## src/rtl/nway_flush_arbiter.sv

```systemverilog
// N-channel request arbiter: one holding slot per channel, round-robin or fixed-priority
// pick into a registered issue stage, with per-channel flush-by-ID and a saturating drop counter.
module nway_flush_arbiter #(
    parameter int NUM_CHANNELS   = 4,
    parameter int CHANNEL_BITS   = 2,
    parameter int ADDRESS_WIDTH  = 8,
    parameter int ID_WIDTH       = 4,
    parameter int FIXED_PRIORITY = 0,
    parameter int COUNT_WIDTH    = 16
) (
    input  logic                              clk,
    input  logic                              reset,
    input  logic [NUM_CHANNELS*ADDRESS_WIDTH-1:0] in_address,
    input  logic [NUM_CHANNELS*ID_WIDTH-1:0]  in_id,
    input  logic [NUM_CHANNELS-1:0]           in_valid,
    output logic [NUM_CHANNELS-1:0]           out_stall,
    input  logic [NUM_CHANNELS-1:0]           in_flush,
    input  logic [NUM_CHANNELS*ID_WIDTH-1:0]  in_flush_id,
    input  logic                              in_ready,
    output logic                              out_valid,
    output logic [CHANNEL_BITS-1:0]           out_choice,
    output logic [ADDRESS_WIDTH-1:0]          out_address,
    output logic [ID_WIDTH-1:0]               out_id,
    output logic [COUNT_WIDTH-1:0]            out_drop_count
);

    localparam int KILL_BITS = $clog2(NUM_CHANNELS + 2);

    logic [NUM_CHANNELS-1:0]  slot_valid;
    logic [ADDRESS_WIDTH-1:0] slot_address [NUM_CHANNELS];
    logic [ID_WIDTH-1:0]      slot_id      [NUM_CHANNELS];
    logic [CHANNEL_BITS-1:0]  rr_ptr;

    logic [NUM_CHANNELS-1:0]  slot_kill;
    logic [NUM_CHANNELS-1:0]  eligible;
    logic [NUM_CHANNELS-1:0]  grant;
    logic [NUM_CHANNELS-1:0]  slot_free;
    logic [NUM_CHANNELS-1:0]  capture;
    logic                     issue_kill;
    logic                     issue_free;
    logic                     grant_valid;
    logic [CHANNEL_BITS-1:0]  grant_index;
    logic [KILL_BITS-1:0]     kill_total;
    logic [COUNT_WIDTH:0]     count_sum;

    always_comb begin
        slot_kill = '0;
        for (int c = 0; c < NUM_CHANNELS; c++) begin
            slot_kill[c] = in_flush[c] && slot_valid[c]
                           && (in_flush_id[c*ID_WIDTH +: ID_WIDTH] == slot_id[c]);
        end
    end

    // A transfer accepted this cycle wins over a flush of the issue register.
    assign issue_kill = out_valid && !in_ready && in_flush[out_choice]
                        && (in_flush_id[out_choice*ID_WIDTH +: ID_WIDTH] == out_id);
    assign issue_free = !out_valid || in_ready || issue_kill;
    assign eligible   = slot_valid & ~slot_kill;

    always_comb begin
        int idx;
        idx         = 0;
        grant_valid = 1'b0;
        grant_index = '0;
        grant       = '0;
        if (issue_free) begin
            for (int i = 0; i < NUM_CHANNELS; i++) begin
                if (FIXED_PRIORITY != 0) begin
                    idx = i;
                end else begin
                    idx = int'(rr_ptr) + 1 + i;
                    if (idx >= NUM_CHANNELS) idx = idx - NUM_CHANNELS;
                end
                if (!grant_valid && eligible[idx]) begin
                    grant_valid = 1'b1;
                    grant_index = idx[CHANNEL_BITS-1:0];
                end
            end
            if (grant_valid) grant[grant_index] = 1'b1;
        end
    end

    assign slot_free = ~slot_valid | grant | slot_kill;
    assign out_stall = slot_valid & ~slot_free;
    assign capture   = in_valid & ~out_stall;

    always_comb begin
        kill_total = KILL_BITS'(issue_kill);
        for (int c = 0; c < NUM_CHANNELS; c++) begin
            kill_total = kill_total + KILL_BITS'(slot_kill[c]);
        end
        count_sum = {1'b0, out_drop_count} + (COUNT_WIDTH+1)'(kill_total);
    end

    always_ff @(posedge clk) begin
        if (reset) begin
            slot_valid     <= '0;
            rr_ptr         <= CHANNEL_BITS'(NUM_CHANNELS - 1);
            out_valid      <= 1'b0;
            out_choice     <= '0;
            out_address    <= '0;
            out_id         <= '0;
            out_drop_count <= '0;
            for (int c = 0; c < NUM_CHANNELS; c++) begin
                slot_address[c] <= '0;
                slot_id[c]      <= '0;
            end
        end else begin
            // Capture beats the slot draining through grant or kill in the same cycle.
            for (int c = 0; c < NUM_CHANNELS; c++) begin
                if (capture[c]) begin
                    slot_valid[c]   <= 1'b1;
                    slot_address[c] <= in_address[c*ADDRESS_WIDTH +: ADDRESS_WIDTH];
                    slot_id[c]      <= in_id[c*ID_WIDTH +: ID_WIDTH];
                end else if (slot_free[c]) begin
                    slot_valid[c] <= 1'b0;
                end
            end
            if (issue_free) begin
                out_valid <= grant_valid;
                if (grant_valid) begin
                    out_choice  <= grant_index;
                    out_address <= slot_address[grant_index];
                    out_id      <= slot_id[grant_index];
                    rr_ptr      <= grant_index;
                end
            end
            if (count_sum[COUNT_WIDTH]) out_drop_count <= '1;
            else                        out_drop_count <= count_sum[COUNT_WIDTH-1:0];
        end
    end

endmodule

```

## config.mk

```make
export PLATFORM = sky130hd
export DESIGN_NAME = nway_flush_arbiter
export DESIGN_NICKNAME = d
export VERILOG_FILES = /design/src/rtl/nway_flush_arbiter.sv
export SDC_FILE = /design/constraint.sdc
export NUM_CORES = 1
export LEC_CHECK = 0
export BUFFER_PORTS_ARGS = -buffer_cell sky130_fd_sc_hd__buf_2
export CORE_AREA = 4 4 114 83
export DETAILED_ROUTE_END_ITERATION = 8
export DIE_AREA = 0 0 118 87
export PLACE_DENSITY = 0.8
export SLEW_MARGIN = 10
export SYNTH_ARGS = -nofsm -noshare
export SYNTH_HDL_FRONTEND = slang
export SYNTH_SLANG_ARGS = --single-unit
```

## constraint.sdc

```tcl
create_clock -name clk -period 4.5 [get_ports clk]
set_input_delay 0.9 -clock clk [delete_from_list [all_inputs] [get_ports clk]]
set_output_delay 0.9 -clock clk [all_outputs]
set_load 0.02 [all_outputs]
```

==> Implementation_results.wiki <==
{| class="wikitable"
! Metric !! Value
|-
| Outcome || complete, no violations
|-
| Vias in the first global route || 3506
|-
| Total of max-cap violations || 0
|-
| Number of distinct library cells after synthesis || 57
|-
| Pin slew with the least headroom to its limit || 0.6673 ns
|-
| Wire length per cell || 18.06 µm
|-
| Total DRC errors in the routed layout || 0
|-
| Later-pin clock latency in the skew report || 0.33 ns
|-
| Inserted Clock Buffers || 9
|-
| Number of core rows || 28
|-
| Die footprint || 10270 µm²
|-
| Post-placement worst setup slack || 0.05068 ns
|-
| Buffers inserted during post-CTS setup optimization || 0
|-
| Max-slew headroom at the worst pin || 0.5551
|-
| Slew Viols, Final || 0
|-
| Detailed-route via count || 3566
|-
| Hold Buf Count CTS || 0
|-
| Count of fill cells added during filler insertion || 704
|-
| Final Routed Wirelength || 11240 µm
|-
| Unrepaired setup endpoints after global routing || false
|-
| ANT nets after route || 0
|-
| Initial DRT Pass Iterations || 5
|-
| Leading post-synthesis cells by cell area || sky130_fd_sc_hd__edfxtp_1 32%, sky130_fd_sc_hd__dfxtp_1 17%, sky130_fd_sc_hd__and2_1 7.0%
|-
| Layout cell share with drive strength beyond 1 || 0.3075
|-
| Wire length of the first global-routing pass || 18000 µm
|-
| Worst hold path class || reg -> reg
|-
| Final sum of negative setup slack || 0 ns
|-
| Maximum clock insertion buffer count || 2
|-
| Number of warnings issued by yosys || 0
|-
| H-tree level count || 3
|-
| Synth Area per Inst || 11.04 µm²
|-
| Dpl hpwl || 8656 µm
|-
| Number of setup violations in the final report || 0
|-
| Diode insertion count for antenna repair || 0
|-
| Biggest area consumer among synthesized cells || sky130_fd_sc_hd__edfxtp_1
|-
| FF+latch count, synth || 85
|-
| Startpoint kind of the worst setup timing path || input port
|-
| Power density normalized to cell area || 408.0 nW/µm²
|-
| Mapped Nets || 485
|-
| Type of element capturing the critical path || register
|-
| Post-synthesis instance area || 4451 µm²
|-
| Initial DRC count || 283
|-
| Area share of the leading cell type in the synthesized netlist || 0.3239
|-
| Synth async-reset ratio || 0
|-
| Largest net degree at the start of global routing || 37
|-
| Number of flops mapped to enable cells by yosys || 48
|-
| R2r setup slk || 0.67 ns
|-
| Multi-input gate area in the final layout || 2113 µm²
|-
| TritonCTS clock tree || done
|-
| Area of the placeable core || 8338 µm²
|-
| Final period util || 0.9101
|-
| Class of the most critical setup path || in -> reg
|-
| Worst clock skew || 0.008288 ns
|-
| Count of instances resized after the clock tree is built || 0
|-
| Layout Area Growth over Synthesis || 21.48%
|-
| Initial core utilization || 0.5338
|-
| Highest clock rate || 244.2 MHz
|-
| Final critical-path setup slack || 0.4046 ns
|-
| Biggest fanout along the worst timing path || 5
|-
| Commonest cells post-synth || 50 x sky130_fd_sc_hd__and2_1, 48 x sky130_fd_sc_hd__edfxtp_1, 37 x sky130_fd_sc_hd__dfxtp_1, 29 x sky130_fd_sc_hd__a21oi_1, 28 x sky130_fd_sc_hd__nor2_1
|-
| Minimum clock period || 4.095 ns
|-
| Cells after Synth || 403
|-
| FF+latch area || 2182 µm²
|-
| Port bufs || 109
|-
| Most common cell in the netlist || sky130_fd_sc_hd__and2_1
|-
| Leakage power of the design || 2.321 nW
|-
| Number of antenna violations at the first check in global routing || 0
|-
| Final Hold Violating Endpoints || 0
|-
| Root Driver || sky130_fd_sc_hd__clkbuf_16
|-
| # IOs || 110
|-
| Register area share after synthesis || 0.4903
|-
| Largest voltage drop on the vdd net || 220.3 µV
|-
| Detail-routed via count per cell || 5.733
|-
| Clock slew seen by the registers of the worst setup and hold paths || 0.06 ns
|-
| Total grt overflow || 0
|-
| Most used flip-flop cell after synthesis || sky130_fd_sc_hd__edfxtp_1
|-
| Critical path data arrival time || 4.29 ns
|-
| Chip width || 118 µm
|-
| Clock Sink Count || 85
|-
| Die Y-Extent || 87 µm
|-
| Req. time, crit path || 4.69 ns
|-
| Combined global-route utilization of all metal layers || 0.2247
|-
| Weighted congestion reported at the end of routability-driven placement || 0.9034
|-
| Post-layout nets || 594
|}
[cell usage in the layout (no fill, tap or decap), types with 3 or more instances in the layout]
master,n
sky130_fd_sc_hd__buf_2,109
sky130_fd_sc_hd__and2_1,50
sky130_fd_sc_hd__edfxtp_1,48
sky130_fd_sc_hd__dfxtp_1,37
sky130_fd_sc_hd__a21oi_1,29
sky130_fd_sc_hd__nor2_1,28
sky130_fd_sc_hd__nand2_1,27
sky130_fd_sc_hd__inv_1,13
sky130_fd_sc_hd__or3_1,13
sky130_fd_sc_hd__xnor2_1,12
sky130_fd_sc_hd__mux2i_1,12
sky130_fd_sc_hd__a32o_1,12
sky130_fd_sc_hd__xor2_1,11
sky130_fd_sc_hd__nand3_1,10
sky130_fd_sc_hd__clkbuf_16,9
sky130_fd_sc_hd__buf_4,9
sky130_fd_sc_hd__nand2b_1,6
sky130_fd_sc_hd__mux4_2,5
sky130_fd_sc_hd__nor2b_1,4
sky130_fd_sc_hd__o21bai_1,4
sky130_fd_sc_hd__nor3_2,4
sky130_fd_sc_hd__and3_1,4
sky130_fd_sc_hd__ha_1,4
sky130_fd_sc_hd__nor4_1,3
sky130_fd_sc_hd__nor3_1,3
sky130_fd_sc_hd__o21ai_0,3
sky130_fd_sc_hd__fa_1,3
[power by group]
part	internal, mW	total [mW]	switching [mW]	leakage [nW]
sequential	0.903	0.962	0.0593	0.824
combinational	0.191	0.472	0.281	1.34
clock	0.466	0.772	0.305	0.157
total	1.56	2.21	0.646	2.32
[logic make-up (layout without fill, tap and decap cells)]
group,count (synthesis),after routing,share of synthesized area
compound gates,81,81,0.1614
xor+xnor,23,23,0.04526
fa+ha+maj,7,7,0.02474
buf+inv,33,147,0.03598
flops,85,85,0.4903
mux,17,17,0.05229
simple gates,157,157,0.1900
[state kept, by name (all words and copies together), names as in the netlist, 2 cells and up]
| register | cells |
|---|---|
| slot_address | 32 |
| out_drop_count | 16 |
| slot_id | 16 |
| out_address | 8 |
| out_id | 4 |
| slot_valid | 4 |
| out_choice | 2 |
| rr_ptr | 2 |
[per-layer routing]
metal,track usage,part of all wire,vias up
li1,-,-,1684
met1,0.3066,0.45,1701
met2,0.3488,0.44,164
met3,0.06623,0.093,17
met4,0.07128,0.018,0
met5,0,0,-
[final timing paths]
| path | start | endpoint | cells after the start |
|---|---|---|---|
| setup / recovery | in_flush_id[2] | out_drop_count[10] | 13 |
| hold / removal | out_address[6] | out_address[6] | 1 |
| setup reg to reg | slot_id[0][0] | out_drop_count[10] | 11 |
| hold reg to reg | out_address[6] | out_address[6] | 1 |
[layout make-up]
cell class / count / share of cell area
flip-flops and latches: 85 / 0.4036
inverters: 13 / 0.009026
clock inverters: 5 / 0.01203
repair buffers: 118 / 0.1134
clock buffers: 11 / 0.04675
multi-input cells: 285 / 0.3909
well taps: 105 / 0.02430
[critical path, stage by stage]
cell and delay (ns):
sky130_fd_sc_hd__buf_2 0.12, sky130_fd_sc_hd__nor2b_1 0.13, sky130_fd_sc_hd__a221o_1 0.28, sky130_fd_sc_hd__nor4_1 0.29, sky130_fd_sc_hd__fa_1 0.51, sky130_fd_sc_hd__fa_1 0.49
sky130_fd_sc_hd__ha_1 0.24, sky130_fd_sc_hd__fa_1 0.41, sky130_fd_sc_hd__a21o_1 0.23, sky130_fd_sc_hd__and4_1 0.28, sky130_fd_sc_hd__and3_1 0.20, sky130_fd_sc_hd__o21ai_0 0.15
sky130_fd_sc_hd__nor2_1 0.05
[per-stage QoR]
stage | total power, mW | std cells | hold slack [ns] | util | cell area, µm²
detailed placement | 1.446 | 606 | 0.4545 | 0.6097 | 5084
global placement | 1.430 | 606 | 0.4552 | 0.6097 | 5084
finish | 2.206 | 622 | 0.4662 | 0.6484 | 5406
floorplan | 1.300 | 403 | 0.4610 | - | 4451
global route | 2.302 | 622 | 0.4990 | 0.6484 | 5406
CTS | 2.215 | 622 | 0.4697 | 0.6478 | 5401
No activity file was read; power rests on OpenSTA's default activity.
